<file path="src/rtl/pin_keypad_entry_pkg.sv">
// Shared types and key codes for the keypad PIN entry block.
package pin_entry_pkg;

    typedef enum logic [1:0] {
        IDLE  = 2'd0,
        ENTRY = 2'd1,
        FULL  = 2'd2,
        SEND  = 2'd3
    } entry_state_t;

    localparam logic [3:0] KEY_CLEAR     = 4'hA;
    localparam logic [3:0] KEY_ENTER     = 4'hB;
    localparam logic [3:0] KEY_DIGIT_MAX = 4'h9;

endpackage

</file>
<file path="src/rtl/pin_keypad_entry_if.sv">
// Keypad-to-access-controller bus: key strobe in, PIN valid/ack handshake out.
interface pin_keypad_entry_if #(
    parameter int NUM_DIGITS = 4
);
    logic                    key_valid;
    logic [3:0]              key_code;
    logic                    clave_ack;
    logic [4*NUM_DIGITS-1:0] clave_ingresada;
    logic                    clave_valida;

    modport master (
        output key_valid, key_code, clave_ack,
        input  clave_ingresada, clave_valida
    );

    modport slave (
        input  key_valid, key_code, clave_ack,
        output clave_ingresada, clave_valida
    );
endinterface

</file>
<file path="src/rtl/pin_keypad_entry_timeout.sv">
// Idle timer for partial PIN entry; only instantiated when PIN_TIMEOUT_EN is defined.
module pin_timeout_counter #(
    parameter int TIMEOUT_CYCLES = 1000
) (
    input  logic clock,
    input  logic reset,
    input  logic clear,
    input  logic enable,
    output logic expire
);
    localparam int W = $clog2(TIMEOUT_CYCLES);
    localparam logic [W-1:0] LAST = W'(TIMEOUT_CYCLES - 1);

    logic [W-1:0] count;

    assign expire = enable && !clear && (count == LAST);

    always_ff @(posedge clock or posedge reset) begin
        if (reset) begin
            count <= '0;
        end else if (clear || expire) begin
            count <= '0;
        end else if (enable) begin
            count <= count + 1'b1;
        end
    end
endmodule

</file>
<file path="src/rtl/pin_keypad_entry.sv">
// Assembles a NUM_DIGITS BCD PIN from keypad strobes and hands it off with valid/ack.
// Optional idle timeout is enabled by defining PIN_TIMEOUT_EN.
module pin_keypad_entry
    import pin_entry_pkg::*;
#(
    parameter int NUM_DIGITS     = 4,
    parameter int TIMEOUT_CYCLES = 1000
) (
    input  logic                clock,
    input  logic                reset,
    pin_keypad_entry_if.slave   bus,
    output logic [2:0]          digit_count,
    output logic                entry_busy,
    output logic                entry_error,
    output logic                entry_timeout
);
    localparam int W = 4 * NUM_DIGITS;
    localparam logic [2:0] ND3 = 3'(NUM_DIGITS);

    if (NUM_DIGITS < 2 || NUM_DIGITS > 7 || TIMEOUT_CYCLES < 2) begin : g_param_check
        $error("pin_keypad_entry: unsupported NUM_DIGITS or TIMEOUT_CYCLES");
    end

    entry_state_t state, next_state;
    logic [W-1:0] buffer, next_buffer;
    logic [2:0]   next_count;
    logic         next_error, next_timeout;
    logic         is_digit, is_clear, is_enter, is_invalid;
    logic         key_accepted, timer_clear, timer_enable, timer_expire;

    assign is_digit   = bus.key_code <= KEY_DIGIT_MAX;
    assign is_clear   = bus.key_code == KEY_CLEAR;
    assign is_enter   = bus.key_code == KEY_ENTER;
    assign is_invalid = bus.key_code > KEY_ENTER;

    // A digit pressed while FULL is rejected, so it does not count as activity.
    assign key_accepted = bus.key_valid && !is_invalid && !(state == FULL && is_digit);
    assign timer_enable = (state == ENTRY) || (state == FULL);
    assign timer_clear  = key_accepted || !timer_enable;

`ifdef PIN_TIMEOUT_EN
    pin_timeout_counter #(
        .TIMEOUT_CYCLES(TIMEOUT_CYCLES)
    ) u_timeout (
        .clock (clock),
        .reset (reset),
        .clear (timer_clear),
        .enable(timer_enable),
        .expire(timer_expire)
    );
`else
    assign timer_expire = 1'b0;
`endif

    always_comb begin
        next_state   = state;
        next_buffer  = buffer;
        next_count   = digit_count;
        next_error   = 1'b0;
        next_timeout = 1'b0;
        case (state)
            IDLE: begin
                if (bus.key_valid) begin
                    if (is_digit) begin
                        next_buffer = {buffer[W-5:0], bus.key_code};
                        next_count  = 3'd1;
                        next_state  = ENTRY;
                    end else if (is_enter || is_invalid) begin
                        next_error = 1'b1;
                    end
                end
            end
            ENTRY, FULL: begin
                if (bus.key_valid && is_invalid) begin
                    next_error = 1'b1;
                end else if (bus.key_valid && is_digit && state == FULL) begin
                    next_error = 1'b1;
                end
                if (key_accepted) begin
                    if (is_digit) begin
                        next_buffer = {buffer[W-5:0], bus.key_code};
                        next_count  = digit_count + 3'd1;
                        if (next_count == ND3) begin
                            next_state = FULL;
                        end
                    end else if (is_enter && state == FULL) begin
                        next_state = SEND;
                    end else begin
                        // CLEAR, or ENTER on a short entry, discards everything.
                        next_error  = is_enter;
                        next_buffer = '0;
                        next_count  = 3'd0;
                        next_state  = IDLE;
                    end
                end else if (timer_expire) begin
                    next_buffer  = '0;
                    next_count   = 3'd0;
                    next_state   = IDLE;
                    next_timeout = 1'b1;
                end
            end
            SEND: begin
                if (bus.clave_ack) begin
                    next_buffer = '0;
                    next_count  = 3'd0;
                    next_state  = IDLE;
                end
            end
            default: next_state = IDLE;
        endcase
    end

    always_ff @(posedge clock or posedge reset) begin
        if (reset) begin
            state            <= IDLE;
            buffer           <= '0;
            digit_count      <= 3'd0;
            bus.clave_valida <= 1'b0;
            entry_busy       <= 1'b0;
            entry_error      <= 1'b0;
            entry_timeout    <= 1'b0;
        end else begin
            state            <= next_state;
            buffer           <= next_buffer;
            digit_count      <= next_count;
            bus.clave_valida <= (next_state == SEND);
            entry_busy       <= (next_state == SEND);
            entry_error      <= next_error;
            entry_timeout    <= next_timeout;
        end
    end

    assign bus.clave_ingresada = buffer;
endmodule
</file>
<file path="src/flat_wrapper.sv">
// flat-port wrapper written by rule: the top's interface ports become plain ports
module pin_keypad_entry_flat import pin_entry_pkg::*;
#(
    parameter int NUM_DIGITS     = 4,
    parameter int TIMEOUT_CYCLES = 1000
)
  (clock, reset, digit_count, entry_busy, entry_error, entry_timeout, bus_key_valid, bus_key_code, bus_clave_ack, bus_clave_ingresada, bus_clave_valida);
  pin_keypad_entry_if #(.NUM_DIGITS(NUM_DIGITS)) bus_i ();
  input  logic clock;
  input  logic reset;
  output logic [2:0] digit_count;
  output logic entry_busy;
  output logic entry_error;
  output logic entry_timeout;
  input wire logic [$bits(bus_i.key_valid)-1:0] bus_key_valid;
  input wire logic [$bits(bus_i.key_code)-1:0] bus_key_code;
  input wire logic [$bits(bus_i.clave_ack)-1:0] bus_clave_ack;
  output wire logic [$bits(bus_i.clave_ingresada)-1:0] bus_clave_ingresada;
  output wire logic [$bits(bus_i.clave_valida)-1:0] bus_clave_valida;
  assign bus_i.key_valid = bus_key_valid;
  assign bus_i.key_code = bus_key_code;
  assign bus_i.clave_ack = bus_clave_ack;
  assign bus_clave_ingresada = bus_i.clave_ingresada;
  assign bus_clave_valida = bus_i.clave_valida;
  pin_keypad_entry #(.NUM_DIGITS(NUM_DIGITS), .TIMEOUT_CYCLES(TIMEOUT_CYCLES)) u_core (.clock(clock), .reset(reset), .bus(bus_i), .digit_count(digit_count), .entry_busy(entry_busy), .entry_error(entry_error), .entry_timeout(entry_timeout));
endmodule
</file>
<file path="config.mk">
export PLATFORM = sky130hd
export DESIGN_NAME = pin_keypad_entry_flat
export DESIGN_NICKNAME = d
export VERILOG_FILES = /design/src/rtl/pin_keypad_entry_pkg.sv /design/src/rtl/pin_keypad_entry_if.sv /design/src/rtl/pin_keypad_entry_timeout.sv /design/src/rtl/pin_keypad_entry.sv /design/src/flat_wrapper.sv
export SDC_FILE = /design/constraint.sdc
export NUM_CORES = 1
export LEC_CHECK = 0
export ABC_AREA = 1
export CORE_MARGIN = 2
export CORE_UTILIZATION = 45
export DETAILED_ROUTE_END_ITERATION = 8
export DONT_BUFFER_PORTS = 1
export HOLD_SLACK_MARGIN = 0.1
export PLACE_DENSITY_LB_ADDON = 0.05
export SLEW_MARGIN = 20
export SYNTH_ARGS = -nofsm -noshare
export SYNTH_HDL_FRONTEND = slang
export SYNTH_HIERARCHICAL = 1
export SYNTH_SLANG_ARGS = --single-unit
</file>
<file path="constraint.sdc">
create_clock -name clock -period 2.3 [get_ports clock]
set_clock_uncertainty 0.15 [all_clocks]
set_input_delay 0.46 -clock clock [delete_from_list [all_inputs] [get_ports clock]]
set_output_delay 0.46 -clock clock [all_outputs]
set_load 0.02 [all_outputs]
</file>
Word level (Yosys, flattened, before mapping)
Index checks and enable logic that the tools add are counted.
{"block": "op_classes", "n_lt_le_gt_ge": 2, "n_eq_ne": 11, "n_reduce_logical": 13, "addsub": 1, "n_mux": 31}
{"cell": "2-to-1 mux 16 bit", "n": 6}
{"cell": "case mux 16 bit (3 select lines)", "n": 1}
{"cell": "2-to-1 mux 3 bit", "n": 6}
{"cell": "2-to-1 mux 2 bit", "n": 7}
{"cell": "case mux 3 bit (3 select lines)", "n": 1}
{"cell": "2-to-1 mux 1 bit", "n": 8}
{"cell": "logical AND 1 bit", "n": 7}
{"cell": "== test 2 bit, second input constant", "n": 3}
{"cell": "case mux 2 bit (3 select lines)", "n": 1}
{"cell": "AND reduction 5 bit", "n": 1}
{"cell": "== test 4 bit, second input constant", "n": 1}
{"cell": "> comparator 4 bit, second input constant", "n": 1}
{"cell": "less-or-equal comparator 4 bit, second input constant", "n": 1}
{"cell": "inequality test 2 x 1 -> 1 bit, second input constant", "n": 2}
{"cell": "inequality test 2 bit, second input constant", "n": 2}
{"cell": "adder 3 x 1 -> 3 bit, second input constant", "n": 1}
{"cell": "== test 3 bit, second input constant", "n": 1}
{"cell": "inequality test 3 x 2 -> 1 bit, second input constant", "n": 1}
{"cell": "== test 2 x 1 -> 1 bit, second input constant", "n": 1}
{"cell": "logical NOT 1 bit", "n": 2}
{"cell": "logical NOT 2 bit", "n": 1}
{"cell": "case mux 1 bit (2 select lines)", "n": 1}
{"cell": "OR reduction 2 bit", "n": 1}
{"cell": "logical OR 1 bit", "n": 1}
{"block": "word_totals", "regBits": 23, "elab_cells": 63, "out_inout_bits": 23, "inputBits": 8}

Depth between registers and ports, before layout
Gate-level depths: netlist (run 1).
{"block": "logic_depth", "word_depth": 9, "depth_mapped": 12, "depth_no_buf": 10}

Least setup slack after synthesis (run 1)
OpenSTA, ideal clock, no wires.
{"block": "synth_timing", "path_kind": "flip-flop to flip-flop", "from": "register u_core.state[0]", "to": "register u_core.digit_count[2]", "period_less_slack_ns": 1.755, "slack_ns": 0.545, "setup_time_ns": 0.074, "t_required_ns": 2.076, "n_path_buf": 2, "path_stages_with_launch": 13, "arrival_ns": 1.531, "path_cell_list": "dfrtp_1 -> inv_1 -> ha_1 -> inv_1 -> nor3_2 -> inv_1 -> nand2_1 -> nand2_1 -> nand2_2 -> buf_6 -> buf_6 -> nand2_1 -> o21ai_2"}
{"block": "synth_between", "elab_chain_len": 6, "elab_cells_between_ends": 16, "classes_between": "8 x eq/ne; 1 x mux; 7 x reduce/logical"}
{"element": "start: declaration", "line": "pin_keypad_entry.sv:24", "text": "entry_state_t state, next_state;"}
{"element": "start signal: assignment", "line": "pin_keypad_entry.sv:123", "text": "state <= next_state;"}
{"element": "== test 2 bit", "line": "pin_keypad_entry.sv:37, pin_keypad_entry.sv:61, pin_keypad_entry.sv:86"}
{"element": "logical AND 1 bit", "line": "pin_keypad_entry.sv:37", "text": "assign key_accepted = bus.key_valid && !is_invalid && !(state == FULL && is_digit);"}
{"element": "logical NOT 1 bit", "line": "pin_keypad_entry.sv:37"}
{"element": "logical AND 1 bit", "line": "pin_keypad_entry.sv:37"}
{"element": "inequality test 2 x 1 -> 1 bit (no line)"}
{"element": "AND reduction 5 bit (no line)"}
{"element": "end signal: assignment", "line": "pin_keypad_entry.sv:125", "text": "digit_count <= next_count;"}
{"element": "end: declaration", "line": "pin_keypad_entry.sv:12", "text": "output logic [2:0] digit_count,"}
Parallel ways exist; a longest one is shown, timed or not.
A chain may end at the register's enable or synchronous reset.

Worst setup path after layout (run 1)
{"block": "layout_timing", "from": "register u_core.state[0]", "to": "register u_core.buffer[2] (netlist: u_core/bus.clave_ingresada[2])"}
{"block": "layout_between", "elab_chain_len": 6, "elab_cells_between_ends": 16, "classes_between": "8 x eq/ne; 1 x mux; 7 x reduce/logical"}
{"element": "== test 2 bit", "line": "pin_keypad_entry.sv:37, pin_keypad_entry.sv:61, pin_keypad_entry.sv:86"}
{"element": "logical AND 1 bit", "line": "pin_keypad_entry.sv:37"}
{"element": "logical NOT 1 bit", "line": "pin_keypad_entry.sv:37"}
{"element": "logical AND 1 bit", "line": "pin_keypad_entry.sv:37"}
{"element": "inequality test 2 x 1 -> 1 bit (no line)"}
{"element": "AND reduction 5 bit (no line)"}
{"element": "end signal: assignment", "line": "pin_keypad_entry.sv:124", "text": "buffer <= next_buffer;"}
{"element": "end: declaration", "line": "pin_keypad_entry.sv:25", "text": "logic [W-1:0] buffer, next_buffer;"}
Parallel ways exist; a longest one is shown, timed or not.

==> flow_metrics.env, run 1 <==
export IMPL_status="finished, final reports clean"
export IMPL_ctsResizeCount=0
export IMPL_netlist_area_um2=1280
export IMPL_gr_usage_all_layers_pct=14.9
export IMPL_yosysWarningCount=6
export IMPL_diodes=0
export IMPL_min_period_ns=1.89
export IMPL_criticalPathCategory="reg -> reg"
export IMPL_rsz0062_at_grt="false"
export IMPL_ant_nets=0
export IMPL_cts_root_buffer="clkbuf_4"
export IMPL_syn_avg_cell_area_um2=8.46
export IMPL_period_share_pct=82.3
export IMPL_r2r_cells=11
export IMPL_dpl_hpwl_mm=1.69
export IMPL_cp_arrival_ns=1.97
export IMPL_nFillCells=262
export IMPL_required_ns=2.38
export IMPL_drive_above_1_share_pct=15.9
export IMPL_drt_wl_total_mm=2.22
export IMPL_nets=166
export IMPL_dieArea_um2=3280
export IMPL_grt_max_degree=39
export IMPL_area_growth_pct=2.64
export IMPL_hp_class="in -> reg"
export IMPL_total_leakage_power_nw=0.642
export IMPL_die_h_um=57.3
export IMPL_finalHoldViolCount=0
export IMPL_synth_nets=165
export IMPL_cts_max_level=1
export IMPL_vdd_ir_drop_max_mv=0.806
export IMPL_crit_path_start_kind="register"
export IMPL_cts_buffer_depth=2
export IMPL_io_pins=31
export IMPL_core_area_um2=2730
export IMPL_cts_tree="yes"
export IMPL_whs_ns=0.158
export IMPL_setup_viol=0
export IMPL_met2_usage_pct=23.2
export IMPL_dpl_cell_area_um2=1270
export IMPL_port_buffers=0
export IMPL_first_iter_violations=56
export IMPL_cts_post_setup_buffers_inserted=0
export IMPL_route_detailed_drc=0
export IMPL_timing_fmax_ghz=0.528
export IMPL_postSynthCellCount=151
export IMPL_grt_util_met1_pct=19.5
export IMPL_wire_per_inst_um=12.2
export IMPL_clock_latency_ns=0.30
export IMPL_grt_pass1_wl_mm=3.81
export IMPL_tns_ns=0
export IMPL_row_count=19
export IMPL_busiest_layer="met2"
export IMPL_drt_pass1_iterations=4
export IMPL_grt_pass1_vias=867
export IMPL_final_area_um2=1310
export IMPL_cap_violations=0
export IMPL_floorplan_initialDensity_pct=46.7
export IMPL_num_vias=919
export IMPL_grt_ovfl_total=0
export IMPL_path_clk_slew_ns=0.12
export IMPL_path_max_fanout=38
export IMPL_antenna_found_initial=0
export IMPL_grt_use_met3_pct=4.99
export IMPL_seq_area_frac_synth_pct=45.1
export IMPL_avgViaCountPerCell=5.05
export IMPL_power_density_nw_per_um2=1270
export IMPL_p_total_mw=1.67
export IMPL_cts_sinks=23
export IMPL_end_kind="register"
export IMPL_die_width_um=57.3
export IMPL_slew_violations=0
export IMPL_ys_ff_latch=23
export IMPL_cts_made_buffers=3
export IMPL_gp_congestion=0.801
export IMPL_yosys_cell_types_count=22
export IMPL_final_util_pct=48.0
export IMPL_hold_depth=2
[through the flow]
stage	instances	setup slack [ns]
after floorplan	151	0.545
after global placement	177	0.474
after detailed placement	177	0.428
after CTS	182	0.398
after global routing	182	0.181
final	182	0.407
[per-layer routing]
layer,vias to the layer above,wire [um]
li1,481,-
met3,2,179
met4,0,16
met2,26,1000
met1,410,1020
met5,-,0
[cell type report]
| type | instances | area, um2 | share of cell area (%) |
|---|---|---|---|
| Inverter | 15 | 56.3 | 4.29 |
| Clock buffer | 3 | 22.5 | 1.72 |
| Tap cell | 31 | 38.8 | 2.96 |
| Timing Repair Buffer | 3 | 37.5 | 2.86 |
| Clock inverter | 1 | 5.00 | 0.382 |
| Sequential cell | 23 | 576 | 43.9 |
| Multi-Input combinational cell | 106 | 576 | 43.9 |
[what timing repair did]
action | in CTS | in global routing
setup endpoints to repair | 0 | 0
endpoints found under the hold margin | 23 | 0
hold buffers | 1 | 0
[layout by cell type, fill, tap and decap left out]
cell type / synthesis / routed
a21oi_4: 1 / 1
nand2_1: 54 / 54
a21oi_1: 3 / 3
o21ai_0: 13 / 13
nand2_2: 2 / 2
ha_1: 6 / 6
inv_1: 14 / 14
buf_4: 3 / 1
nand4_1: 1 / 1
clkinv_2: 0 / 1
o31ai_1: 1 / 1
o21ai_2: 11 / 11
nor2_1: 4 / 4
dlygate4sd3_1: 0 / 1
buf_12: 1 / 1
nor3_2: 1 / 1
clkbuf_4: 0 / 3
nand2_4: 1 / 1
conb_1: 1 / 1
dfrtp_1: 23 / 23
a21oi_2: 1 / 1
nand3_1: 6 / 6
inv_2: 1 / 1
[report_power, final]
part	total, mW	switching, mW	internal [mW]
Sequential	0.817	0.277	0.540
Combinational	0.670	0.435	0.235
Clock	0.180	0.115	0.0647
Total	1.67	0.827	0.840
[logic make-up after synthesis]
family          synth area share, %
simple gates                   22.5
compound gates                 16.4
flops                          45.1
buf+inv                        9.89
fa+ha+maj                      5.88
other cells                   0.294
[synthesized netlist by cell type, drive strengths merged]
master	count	area share (%)
o21ai	24	13
dfrtp	23	45
nand2	57	18
nand4	1	0.49
buf	6	5.1
o31ai	1	0.59
nor3	1	0.78
nand3	6	2.4
ha	6	5.9
inv	15	4.4
nor2	4	1.2
clkbuf	1	0.39
a21oi	5	3.1
conb	1	0.29
[flip-flops by register name (all words and copies together) (netlist names)]
name / cells
u_core/bus.clave_ingresada: 16
u_core/entry_busy: 1
u_core/digit_count: 3
u_core/state: 2
u_core/entry_error: 1
[worst max-delay path, cell delays in order (launching register included)]
cell and delay [ns]:
dfrtp_1 0.42, inv_1 0.12, ha_1 0.24, inv_1 0.07, nor3_2 0.20, inv_1 0.06
nand2_1 0.05, nand2_1 0.07, nand2_2 0.09, buf_12 0.20, nand2_1 0.06, o21ai_0 0.08
[path summary, 6_finish.rpt]
path / from / to / slack (ns)
max: u_core/state[0] / u_core/bus.clave_ingresada[2] / 0.41
min: bus_key_code[0] / u_core/bus.clave_ingresada[0] / 0.16
max reg2reg: u_core/state[0] / u_core/bus.clave_ingresada[2] / 0.41
min reg2reg: u_core/state[0] / u_core/state[0] / 0.48
max in group asynchronous: reset / u_core/state[1] / 1.31
min in group asynchronous: reset / u_core/bus.clave_ingresada[9] / 0.47
Power figures use the tool's default switching activity.
==> run 2, diff against run 1 <==
- clock period: 2.3 -> 1.9 ns (I/O delays scaled with it)
==> run 2 against run 1 <==
Against the previous run: hold slack improved by 0.13 ns; highest routed layer unchanged; utilization increased by 5.9 points; count of clock-buffer cells in the layout increased by 1; register-to-register slack got worse by 0.29 ns.
==> flow_metrics.env, run 2 (same netlist as run 1, synthesis figures left out) <==
export IMPL_status="finished, final reports clean"
export IMPL_drt_pass1_iterations=4
export IMPL_hp_class="in -> reg"
export IMPL_total_leakage_power_nw=0.717
export IMPL_final_util_pct=53.9
export IMPL_crit_path_start_kind="register"
export IMPL_grt_pass1_wl_mm=3.93
export IMPL_die_h_um=57.3
export IMPL_p_seq_share_pct=43.1
export IMPL_drive_above_1_share_pct=21.8
export IMPL_p_switching_mw=1.11
export IMPL_end_kind="register"
export IMPL_dp_cells=179
export IMPL_cts_buffer_depth=2
export IMPL_criticalPathCategory="reg -> reg"
export IMPL_pwr_share_clk_pct=10.0
export IMPL_power_density_nw_per_um2=1550
export IMPL_area_growth_pct=15.3
export IMPL_largest_reg_flops=16
export IMPL_tns_ns=0
export IMPL_whs_ns=0.292
export IMPL_cts_sinks=23
export IMPL_nFillCells=261
export IMPL_cts_root_buffer="clkbuf_4"
export IMPL_die_width_um=57.3
export IMPL_timing_fmax_ghz=0.560
export IMPL_nets=180
export IMPL_layout_commonest_cell="nand2_1"
export IMPL_port_buffers=0
export IMPL_diodes=0
export IMPL_cts_max_level=1
export IMPL_required_ns=1.98
export IMPL_stdcell_count=196
export IMPL_grt_pass1_vias=833
export IMPL_route_detailed_drc=0
export IMPL_layout_common_cells="nand2_1 (54), dfrtp_1 (23), o21ai_0 (13)"
export IMPL_slew_violations=0
export IMPL_num_vias=992
export IMPL_ant_nets=0
export IMPL_path_clk_slew_ns=0.13
export IMPL_finalHoldViolCount=0
export IMPL_power_internal_mw=1.17
export IMPL_row_count=19
export IMPL_seqCellArea_um2=576
export IMPL_cp_arrival_ns=1.87
export IMPL_cts_made_buffers=3
export IMPL_min_period_ns=1.79
export IMPL_clock_latency_ns=0.31
export IMPL_core_area_um2=2730
export IMPL_io_pins=31
export IMPL_p_total_mw=2.28
export IMPL_drt_wl_total_mm=2.70
export IMPL_multi_input_area_um2=607
export IMPL_cap_violations=0
export IMPL_power_frac_comb_pct=46.9
export IMPL_gr_usage_all_layers_pct=15.6
export IMPL_floorplan_initialDensity_pct=46.7
export IMPL_path_max_fanout=8
export IMPL_dieArea_um2=3280
export IMPL_first_iter_violations=38
export IMPL_gp_congestion=0.816
export IMPL_period_share_pct=94.0
export IMPL_antenna_found_initial=0
export IMPL_avgViaCountPerCell=5.06
export IMPL_grt_ovfl_total=0
export IMPL_vdd_ir_drop_max_mv=0.776
export IMPL_swShare_pct=48.6
export IMPL_grt_max_degree=33
export IMPL_wire_per_inst_um=13.8
export IMPL_dpl_hpwl_mm=1.69
export IMPL_setup_viol=0
export IMPL_reg2reg_setup_slack_ns=0.11
export IMPL_cts_tree="yes"
-- run 2: what timing repair did --
action,CTS,global route
gates resized for setup,0,7
hold buffers,6,0
setup endpoints to repair,0,21
buffers inserted,0,4
endpoints found under the hold margin,28,0
-- run 2: power by group through the flow --
| stage | combinational, mW | clock (mW) | sequential, mW |
|---|---|---|---|
| 2_1_floorplan | 0.777 | 0 | 0.957 |
| 3_3_place_gp | 0.838 | 0 | 0.997 |
| 3_5_place_dp | 0.849 | 0 | 1.00 |
| 4_1_cts | 0.862 | 0.241 | 0.991 |
| 5_1_grt | 1.19 | 0.255 | 1.01 |
| 6_report | 1.07 | 0.228 | 0.984 |
-- run 2: routing by layer --
| layer | wire (um) | part of all wire (%) | vias to the layer above | track usage (%) |
|---|---|---|---|---|
| met3 | 174 | 6.4 | 4 | 5.44 |
| li1 | - | - | 505 | - |
| met1 | 1270 | 47 | 451 | 21.8 |
| met4 | 26 | 0.96 | 0 | 4.98 |
| met2 | 1230 | 46 | 32 | 22.7 |
| met5 | 0 | 0 | - | 0 |
-- run 2: worst max-delay path: stages (launching register included) --
cell,delay [ns]
dfrtp_1,0.43
inv_1,0.08
ha_1,0.37
inv_1,0.09
nor2_2,0.14
inv_2,0.09
nand2_4,0.13
nand2_1,0.07
o21ai_0,0.16
-- run 2: cell type report --
type	instances	share of cell area, %
tap	31	2.63
sequential	23	39.1
multi-input combinational	107	41.2
timing repair buffer	16	11.5
inverter	15	3.82
clock buffer	4	1.78
-- run 2: worst paths after layout --
check,from,to,cells after the start
max in group asynchronous,reset,u_core/bus.clave_ingresada[1],3
min in group asynchronous,reset,u_core/digit_count[0],3
max reg2reg,u_core/state[1],u_core/bus.clave_ingresada[0],8
min,bus_key_code[0],u_core/entry_error,4
min reg2reg,u_core/bus.clave_ingresada[15],u_core/bus.clave_ingresada[15],2
max,u_core/state[1],u_core/bus.clave_ingresada[0],8
-- run 2: metrics by stage --
| stage | instance area [um2] | worst slack [ns] |
|---|---|---|
| after floorplan | 1280 | 0.145 |
| after global placement | 1290 | 0.0922 |
| after detailed placement | 1290 | 0.0477 |
| after CTS | 1380 | 0.00991 |
| after global routing | 1470 | -0.0149 |
| final | 1470 | 0.113 |
==> run 3, diff against run 2 <==
- CTS_CLUSTER_DIAMETER: default -> 120
- PLACE_DENSITY_LB_ADDON: 0.05 -> default
==> run 3 against run 2 <==
Against the previous run: via count rose by 3.1%; combinational power hardly changed; sequential cell count unchanged; largest power group unchanged; largest cell class unchanged; fmax up 0.55%; register-to-register slack hardly changed; clock power grew 3%; critical path depth is 1 higher; global-route usage up 0.74 points.
==> flow_metrics.env, run 3 (same netlist as run 1, synthesis figures left out) <==
export IMPL_dieArea_um2=3280
export IMPL_gr_usage_all_layers_pct=16.3
export IMPL_setup_viol=0
export IMPL_cap_violations=0
export IMPL_timing_fmax_ghz=0.563
export IMPL_cts_sinks=23
export IMPL_cts_tree="yes"
export IMPL_required_ns=1.96
export IMPL_total_leakage_power_nw=0.718
export IMPL_status="finished, final reports clean"
export IMPL_clock_latency_ns=0.32
export IMPL_drive_above_1_share_pct=21.8
export IMPL_floorplan_initialDensity_pct=46.7
export IMPL_diodes=0
export IMPL_power_frac_comb_pct=47.1
export IMPL_grt_ovfl_total=0
export IMPL_core_area_um2=2730
export IMPL_layout_common_cells="nand2_1 (54), dfrtp_1 (23), inv_1 (13), o21ai_0 (13), o21ai_2 (11)"
export IMPL_cts_root_buffer="clkbuf_4"
export IMPL_p_seq_share_pct=42.7
export IMPL_die_width_um=57.3
export IMPL_cts_buffer_depth=2
export IMPL_port_buffers=0
export IMPL_num_vias=1023
export IMPL_grt_max_degree=24
export IMPL_path_clk_slew_ns=0.13
export IMPL_end_kind="register"
export IMPL_p_switching_mw=1.11
export IMPL_crit_path_start_kind="register"
export IMPL_cts_max_level=1
export IMPL_dpl_hpwl_mm=1.73
export IMPL_drt_pass1_iterations=4
export IMPL_gp_congestion=0.915
export IMPL_power_density_nw_per_um2=1560
export IMPL_finalHoldViolCount=0
export IMPL_antenna_found_initial=0
export IMPL_nFillCells=257
export IMPL_io_pins=31
export IMPL_swShare_pct=48.1
export IMPL_wire_per_inst_um=13.5
export IMPL_worst_path_most_repeated_cell="nand2_1"
export IMPL_final_area_um2=1480
export IMPL_p_total_mw=2.30
export IMPL_path_max_fanout=6
export IMPL_drt_wl_total_mm=2.65
export IMPL_rsz0062_at_grt="false"
export IMPL_grt_pass1_wl_mm=4.15
export IMPL_multi_input_area_um2=612
export IMPL_tns_ns=0
export IMPL_dpl_cell_area_um2=1300
export IMPL_nets=180
export IMPL_largest_reg_flops=16
export IMPL_cpPeakStageDelay_ns=0.43
export IMPL_grt_pass1_vias=965
export IMPL_crit_chain="buf_4 > ha_4 > a21oi_4 > nand2_1 > nand2_1 > nand2_4 > buf_4 > nand2_1 > o21ai_0"
export IMPL_min_period_ns=1.78
export IMPL_power_internal_mw=1.19
export IMPL_avgViaCountPerCell=5.22
export IMPL_layout_commonest_cell="nand2_1"
export IMPL_seqCellArea_um2=576
export IMPL_cp_arrival_ns=1.84
export IMPL_criticalPathCategory="reg -> reg"
export IMPL_hp_class="in -> reg"
export IMPL_die_h_um=57.3
export IMPL_ant_nets=0
export IMPL_slowest_stage="dfrtp_1"
export IMPL_route_detailed_drc=0
export IMPL_cts_made_buffers=3
export IMPL_area_growth_pct=15.8
export IMPL_period_share_pct=93.5
export IMPL_pwr_share_clk_pct=10.2
export IMPL_slew_violations=0
export IMPL_vdd_ir_drop_max_mv=0.937
export IMPL_first_iter_violations=48
export IMPL_row_count=19
[run 3: cell type report]
cell class | instances | area share (%)
clock buffer | 3 | 1.52
clock inverter | 1 | 0.338
inverter | 15 | 3.81
multi-input combinational | 107 | 41.4
sequential | 23 | 38.9
tap | 31 | 2.62
timing repair buffer | 16 | 11.4
[run 3: through the flow]
step                      hold slack, ns  setup WS [ns]  util, %  std cells
after floorplan                    0.232          0.145        -        151
after global placement             0.180          0.116     47.7        181
after detailed placement           0.184         0.0465     47.7        181
after CTS                          0.230         0.0250     51.0        191
after global routing               0.273         0.0231     54.1        196
final                              0.243          0.123     54.1        196
[run 3: final timing paths]
path | startpoint | end | slack [ns] | cells after the start
max in group asynchronous | reset | u_core/digit_count[2] | 1.00 | 3
setup / recovery | u_core/state[1] | u_core/digit_count[0] | 0.12 | 9
hold reg to reg | u_core/bus.clave_ingresada[13] | u_core/bus.clave_ingresada[13] | 0.49 | 2
min in group asynchronous | reset | u_core/bus.clave_ingresada[4] | 0.37 | 3
setup reg to reg | u_core/state[1] | u_core/digit_count[0] | 0.12 | 9
hold / removal | bus_key_code[2] | u_core/entry_error | 0.24 | 4
[run 3: power groups by stage]
stage          Combinational, mW  Sequential (mW)  Clock [mW]
3_3_place_gp               0.869            0.995           0
4_1_cts                    0.903            0.988       0.248
6_report                    1.08            0.983       0.235
2_1_floorplan              0.777            0.957           0
3_5_place_dp               0.887            0.998           0
5_1_grt                     1.20             1.01       0.258
[run 3: critical path: cells and delay by family (launching register included)]
| kind | cells | cell delay [ns] |
|---|---|---|
| buffers and inverters | 2 | 0.32 |
| adder cells (fa/ha/maj) | 1 | 0.16 |
| flip-flops | 1 | 0.43 |
| AND/OR/NAND/NOR | 4 | 0.34 |
| AO/OA/AOI/OAI | 2 | 0.25 |
[run 3: routing by layer]
metal  track usage [%]  wire [um]
met4              5.65         27
met1              18.0       1110
met2              28.4       1370
met3              6.58        140
met5                 0          0
[run 3: repair_timing]
item	4_1_cts	5_1_grt
cloned	0	2
buffers inserted	0	3
hold endpoints to repair	28	0
hold buffers	6	0
setup endpoints to repair	1	20
resized for setup	1	5
pin swaps	0	3
